--- config.mk ---
export PLATFORM = sky130hd
export DESIGN_NAME = probe_sequencer
export DESIGN_NICKNAME = d
export VERILOG_FILES = /design/src/rtl/probe_sequencer.sv
export SDC_FILE = /design/constraint.sdc
export NUM_CORES = 1
export LEC_CHECK = 0
export CORE_ASPECT_RATIO = 2
export CORE_MARGIN = 4
export CORE_UTILIZATION = 60
export CTS_CLUSTER_DIAMETER = 60
export DETAILED_ROUTE_END_ITERATION = 10
export PLACE_DENSITY = 0.79
export SLEW_MARGIN = 30
export SYNTH_ARGS = -nofsm -noshare
export SYNTH_HDL_FRONTEND = slang
export SYNTH_SLANG_ARGS = --single-unit
--- constraint.sdc ---
create_clock -name clk -period 4.45 [get_ports clk]
set_input_delay 0.89 -clock clk [delete_from_list [all_inputs] [get_ports clk]]
set_output_delay 0.89 -clock clk [all_outputs]
set_load 0.01 [all_outputs]
--- src/rtl/probe_sequencer.sv ---
// Page controller for the 7-segment probe: synchronises and debounces two pushbuttons
// into a wrapping page index. Auto-scan is built only when PROBE_AUTOSCAN_EN is defined.
module probe_sequencer #(
  parameter int unsigned DEBOUNCE_CYCLES = 1000000,
  parameter int unsigned DWELL_CYCLES    = 100000000,
  parameter int unsigned NUM_PAGES       = 4
) (
  input  logic       clk,
  input  logic       rst_n,
  input  logic       key_next_n,
  input  logic       key_prev_n,
  input  logic       hold,
  input  logic       auto_en,
  output logic [3:0] select,
  output logic       page_changed,
  output logic       auto_active
);

  localparam int unsigned SEL_W = 4;
  localparam int unsigned KEY_N = 2;
  localparam int unsigned DB_W  = $clog2(DEBOUNCE_CYCLES);
  localparam int unsigned DW_W  = $clog2(DWELL_CYCLES);

  localparam logic [SEL_W-1:0] LAST_PAGE = SEL_W'(NUM_PAGES - 1);
  localparam logic [DB_W-1:0]  DB_LAST   = DB_W'(DEBOUNCE_CYCLES - 1);
  localparam logic [DW_W-1:0]  DW_LAST   = DW_W'(DWELL_CYCLES - 1);

  // Key index 0 is "next", index 1 is "prev"; all key levels are active-low.
  logic [KEY_N-1:0]           key_raw_c;
  logic [KEY_N-1:0]           sync1_q, sync2_q;
  logic [KEY_N-1:0]           deb_q, deb_d, deb_prev_q;
  logic [KEY_N-1:0][DB_W-1:0] db_cnt_q, db_cnt_d;
  logic [KEY_N-1:0]           press_c;
  logic                       accept_c;
  logic                       dwell_step_c;

  logic [SEL_W-1:0]           select_q, select_d;
  logic                       page_changed_q;

  function automatic logic [SEL_W-1:0] page_inc(input logic [SEL_W-1:0] p);
    return (p == LAST_PAGE) ? '0 : p + SEL_W'(1);
  endfunction

  function automatic logic [SEL_W-1:0] page_dec(input logic [SEL_W-1:0] p);
    return (p == '0) ? LAST_PAGE : p - SEL_W'(1);
  endfunction

  assign key_raw_c = {key_prev_n, key_next_n};

  // Two-flop synchroniser per key.
  always_ff @(posedge clk or negedge rst_n) begin
    if (!rst_n) begin
      sync1_q <= '1;
      sync2_q <= '1;
    end else begin
      sync1_q <= key_raw_c;
      sync2_q <= sync1_q;
    end
  end

  // Debouncer: level flips only after DEBOUNCE_CYCLES consecutive disagreeing samples.
  always_comb begin
    deb_d    = deb_q;
    db_cnt_d = '0;
    for (int k = 0; k < KEY_N; k++) begin
      if (sync2_q[k] != deb_q[k]) begin
        if (db_cnt_q[k] == DB_LAST) begin
          deb_d[k] = ~deb_q[k];
        end else begin
          db_cnt_d[k] = db_cnt_q[k] + DB_W'(1);
        end
      end
    end
  end

  always_ff @(posedge clk or negedge rst_n) begin
    if (!rst_n) begin
      deb_q      <= '1;
      deb_prev_q <= '1;
      db_cnt_q   <= '0;
    end else begin
      deb_q      <= deb_d;
      deb_prev_q <= deb_q;
      db_cnt_q   <= db_cnt_d;
    end
  end

  // A press is a registered debounced 1->0 edge; hold discards it outright.
  assign press_c  = deb_prev_q & ~deb_q;
  assign accept_c = (|press_c) & ~hold;

`ifdef PROBE_AUTOSCAN_EN
  typedef enum logic {
    ST_MANUAL = 1'b0,
    ST_AUTO   = 1'b1
  } state_t;

  state_t          state_q, state_d;
  logic [DW_W-1:0] dwell_q, dwell_d;
  logic            auto_active_q;

  always_ff @(posedge clk or negedge rst_n) begin
    if (!rst_n) begin
      state_q       <= ST_MANUAL;
      dwell_q       <= '0;
      auto_active_q <= 1'b0;
    end else begin
      state_q       <= state_d;
      dwell_q       <= dwell_d;
      auto_active_q <= (state_d == ST_AUTO);
    end
  end

  // Presses restart the dwell and take priority over a coincident expiry.
  always_comb begin
    state_d      = state_q;
    dwell_d      = dwell_q;
    dwell_step_c = 1'b0;
    case (state_q)
      ST_MANUAL: begin
        dwell_d = '0;
        if (auto_en) begin
          state_d = ST_AUTO;
        end
      end
      ST_AUTO: begin
        if (!auto_en) begin
          state_d = ST_MANUAL;
          dwell_d = '0;
        end else if (accept_c) begin
          dwell_d = '0;
        end else if (!hold) begin
          if (dwell_q == DW_LAST) begin
            dwell_d      = '0;
            dwell_step_c = 1'b1;
          end else begin
            dwell_d = dwell_q + DW_W'(1);
          end
        end
      end
      default: begin
        state_d = ST_MANUAL;
        dwell_d = '0;
      end
    endcase
  end

  assign auto_active = auto_active_q;
`else
  logic            unused_auto_en;
  logic [DW_W-1:0] unused_dwell_last;

  assign unused_auto_en    = auto_en;
  assign unused_dwell_last = DW_LAST;
  assign dwell_step_c      = 1'b0;
  assign auto_active       = 1'b0;
`endif

  // Simultaneous next and prev cancel each other.
  always_comb begin
    select_d = select_q;
    if (accept_c) begin
      case (press_c)
        2'b01:   select_d = page_inc(select_q);
        2'b10:   select_d = page_dec(select_q);
        default: select_d = select_q;
      endcase
    end else if (dwell_step_c) begin
      select_d = page_inc(select_q);
    end
  end

  always_ff @(posedge clk or negedge rst_n) begin
    if (!rst_n) begin
      select_q       <= '0;
      page_changed_q <= 1'b0;
    end else begin
      select_q       <= select_d;
      page_changed_q <= (select_d != select_q);
    end
  end

  assign select       = select_q;
  assign page_changed = page_changed_q;

endmodule

After elaboration in Yosys (flattened, before gate mapping) --
Cells that the tools add are included.
Word-level totals: register bits 53, input port bits 6, output and inout bits 6
Cells by class: add/subtract/negate cells 4, eq/ne operators 8, multiplexer cells 8, bitwise operators 6, reductions and logical operators 4
Operator list (count):
- $mux 20 | 4
- $add 20x1->20 const B | 2
- $eq 20x20->1 const B | 2
- $mux 4 | 3
- $pmux 4 s2 | 1
- $add 4x1->4 const B | 1
- $eq 4x2->1 const B | 1
- $logic_not 4->1 | 1
- $ne 4x4->1 | 1
- $reduce_and 2->1 | 2
- $sub 4x1->4 const B | 1
- $not 1->1 | 3
- $and 2x2->2 | 1
- $eq 2x1->1 const B | 1
- $eq 2x2->1 const B | 1
- $ne 1x1->1 | 2
- $not 2->2 | 1
- $reduce_or 2->1 | 1
- $and 1x1->1 | 1

Longest topological paths before layout --
depth after elaboration 6, gate-level depth with buffers 7

Worst setup path after synthesis --
No wires, ideal clock.
path type register to register, start point register select_q[0] (netlist: select[0]), end point register page_changed_q (netlist: page_changed), data arrival time 1838 ps, slack 2480 ps, cell stages (with the launch flop) 8, cell sequence dfrtp_1 -> clkbuf_1 -> inv_1 -> ha_1 -> or3b_2 -> o21ai_0 -> a31oi_1 -> or3_1
On the way: word-level cells in the longest chain between the ends 5
RTL lines:
- from (decl) | RTL line 37 | logic [SEL_W-1:0] select_q, select_d;
- from (signal assigned) | RTL line 178 | select_q <= select_d;
- $sub 4x1->4 (tied with other cells) | RTL line 45 | return (p == '0) ? LAST_PAGE : p - SEL_W'(1);
- $mux 4, on equally long branches | RTL line 45, 41
- $pmux 4 s2 | RTL line 163 | case (press_c)
- $mux 4 | RTL line 162 | if (accept_c) begin
- $ne 4x4->1 * | RTL line 179 | page_changed_q <= (select_d != select_q);
- to (signal assigned) | RTL line 179
- to (decl) | RTL line 38 | logic page_changed_q;
Mark *: on every way between the ends. The rest lies on a longest branch, timed or not. A chain may end at the register's enable or synchronous reset.

Final worst setup path --
start point register select_q[0] (netlist: select[0]), end point output port select[0]
RTL lines:
- to (decl) | RTL line 14 | output logic [3:0] select,
No word-level cell between the ends.

==> flow_summary_export.csv <==
group,metric,value,unit
outcome,outcome,"complete, no violations",
yosys,synth_edf_count,0,
clock_tree,cts_root_buf,"clkbuf_8",
grt,grt-ovfl-total,0,
clock_tree,cts_tree,"built",
yosys,seq_area_frac_synth,48.2,%
power,power.density,268,mW/mm^2
finish,finalInstanceArea,0.00297,mm^2
routing,drtIter0Drc,83,
place,hpwl,3650,um
grt,grt_usage,19.3,%
die,die-area,0.00583,mm^2
clock_tree,cts_resized,0,
timing,worstMarginPinSlew,0.823,ns
clock_tree,hold_buffers,0,
timing,fin_setup_tns,0,ns
routing,route.detailed.drc,0,
grt,met2_usage,35.8,%
routing,antenna_violating_nets_post_route,0,
power,irDropWorstVdd,238,uV
yosys,synth_seq_cells,53,
place,place_inst,339,
finish,drive_gt1_share,9.93,%
timing,setup_slack,2.14,ns
yosys,netlist_area,0.00277,mm^2
die,die_h,104,um
die,dieWidth,56.0,um
worst_setup_path,worstSetupPathType,"flop to primary output",
yosys,ys_async_sr_fraction,100,%
place,dp_slack,2.21,ns
grt,grt_pass1_wl,9170,um
yosys,synth_flop_cell,"dfrtp_1",
grt,use_met1,19.7,%
yosys,synth_area_leader_cell,"dfrtp_1",
worst_setup_path,startpoint_type,"flop",
finish,final_nets,306,
clock_tree,cts.path.max_buffers,2,
finish,finalNonFillerCells,346,
timing,setup_viol,0,
yosys,yosysTopAreaCellShare,40.7,%
grt,antenna_found_initial,0,
yosys,syn_inst,286,
finish,syn_to_final_growth,7.14,%
clock_tree,cts_setup_buffers,0,
die,ioPinCount,12,
timing,fmax,0.433,GHz
place,port_buffers,9,
worst_setup_path,path_cells,"clkdlybuf4s50_1",
yosys,syn_area_per_cell,9.69,um^2
hold_path,worst_hold_path_type,"flop to flop",
yosys,synth.distinct_cells,47,
clock_tree,clk_pin_slew,0.09,ns
yosys,synth_nets,300,
routing,wl,5080,um
timing,post-route-period-util,51.9,%
place,placed_area,0.00289,mm^2
grt,grt.busiest_layer,"met2",
yosys,yosys-top-cells-area,"dfrtp_1, dfstp_2, xnor2_1",
timing,finalHoldViolCount,0,
clock_tree,cts_buffers,5,
clock_tree,clock_latency,0.30,ns
timing,slew_violations,0,
routing,vias,2098,
power,p_leak,0.00115,uW
worst_setup_path,critPathTopFamily,"buffers and inverters",
die,start_util,62.6,%
die,num_rows,34,
timing,slew_headroom,45.1,%
run,maxCapViolations,0,
timing,skew,0.00845,ns
die,coreArea,0.00442,mm^2
grt,grt_pass1_vias,2181,
grt,grt_max_degree,54,
timing,rsz0062_at_grt,"no",
grt,use_met3,2.86,%
routing,routedWlPerCell,14.7,um
worst_setup_path,cp_max_fo,10,
worst_setup_path,crit_required,3.56,ns
routing,firstDrtPassIters,4,
timing,final.min_clock_period,2.31,ns
worst_setup_path,crit_path_end_kind,"primary output",
place,place_congestion,0.881,
worst_setup_path,critPathBufInv,1,
worst_setup_path,arrival,1.42,ns
routing,routed_via_density,6.06,
finish,antenna_cells,0,
clock_tree,clock-sinks,53,
worst_setup_path,max_stage_delay,0.60,ns
clock_tree,htree_levels,2,
yosys,yosysWarnings,0,
worst_setup_path,slowest_stage,"clkdlybuf4s50_1",
cell usage in the layout (no fill, tap or decap), types with 2 or more instances in the layout:
cell type / n
mux2_2: 2
o211ai_1: 2
a21oi_1: 15
or3b_2: 2
inv_1: 11
clkdlybuf4s50_1: 8
xnor2_1: 15
o21ai_0: 10
nand2_1: 19
xor2_1: 11
or3_1: 10
nor2_1: 27
nand2b_1: 2
dfrtp_1: 45
o31ai_1: 6
ha_1: 8
dfstp_2: 8
nand3_1: 26
or4_1: 7
clkbuf_8: 5
buf_4: 2
nand4_1: 3
and3_1: 6
nor3_1: 7
nor4_1: 10
sequential cells by signal, summed over array words and instances, names as in the netlist:
signal,cells
select,4
page_changed,1
sync2_q,2
deb_prev_q,2
db_cnt_q,40
sync1_q,2
deb_q,2
cell families (layout without fill, tap and decap cells):
family                   Yosys count  in the layout  synth area share, %
multiplexers                       3              3                 1.17
AO/OA/AOI/OAI                     43             43                 10.0
AND/OR/NAND/NOR                  129            129                 25.2
XOR/XNOR                          26             26                 8.22
flip-flops                        53             53                 48.2
other                              1              1                0.135
buffers and inverters             23             29                 3.39
adder cells (fa/ha/maj)            8              8                 3.61
stage by stage:
step	total power, uW	utilization, %	hold WS, ns
6_report	796	67.1	0.351
5_1_grt	835	67.1	0.357
4_1_cts	806	67.1	0.352
3_5_place_dp	553	65.3	0.350
3_3_place_gp	552	65.3	0.345
2_1_floorplan	531	-	0.345
synth_stat cells, drive strengths merged (7+ instances only):
library cell  instances
or3                  11
xnor2                15
o21ai                10
inv                  11
nor2                 27
dfrtp                45
nand2                19
nor3                  7
a21oi                16
dfstp                 8
o31ai                 8
ha                    8
nand3                27
or4                   7
nor4                 10
clkbuf                9
xor2                 11
power by group:
part	internal, uW	leakage (uW)	switching [uW]
sequential	491	0.000698	10.9
clock	107	0.0000410	146
combinational	16.1	0.000410	25.2
total	614	0.00115	182
routing by layer:
metal,up-vias,routed length (um)
li1,1029,-
met1,1029,1940
met2,30,2890
met3,10,121
met4,0,124
met5,-,0
final cells by class:
cell class | count | area (um^2)
timing repair buffer | 11 | 100
tap | 54 | 67.6
sequential | 53 | 1340
fill | 387 | 1460
inverter | 11 | 41.3
clock inverter | 1 | 5.00
clock buffer | 6 | 72.6
multi-input combinational | 210 | 1350
path summary, 6_finish.rpt:
| kind | startpoint | slack [ns] | end | depth (start not counted) |
|---|---|---|---|---|
| min in group asynchronous | rst_n | 0.69 | db_cnt_q[9]$_DFF_PN0_ | 2 |
| worst min-delay path | sync1_q[0]$_DFF_PN1_ | 0.35 | sync2_q[0]$_DFF_PN1_ | 0 |
| worst max-delay path | select[0]$_DFF_PN0_ | 2.14 | select[0] | 1 |
| worst max register to register | db_cnt_q[20]$_DFF_PN0_ | 2.31 | db_cnt_q[31]$_DFF_PN0_ | 4 |
| max in group asynchronous | rst_n | 3.31 | db_cnt_q[22]$_DFF_PN0_ | 2 |
| worst min register to register | sync1_q[0]$_DFF_PN1_ | 0.35 | sync2_q[0]$_DFF_PN1_ | 0 |
Power figures use the tool's default switching activity.
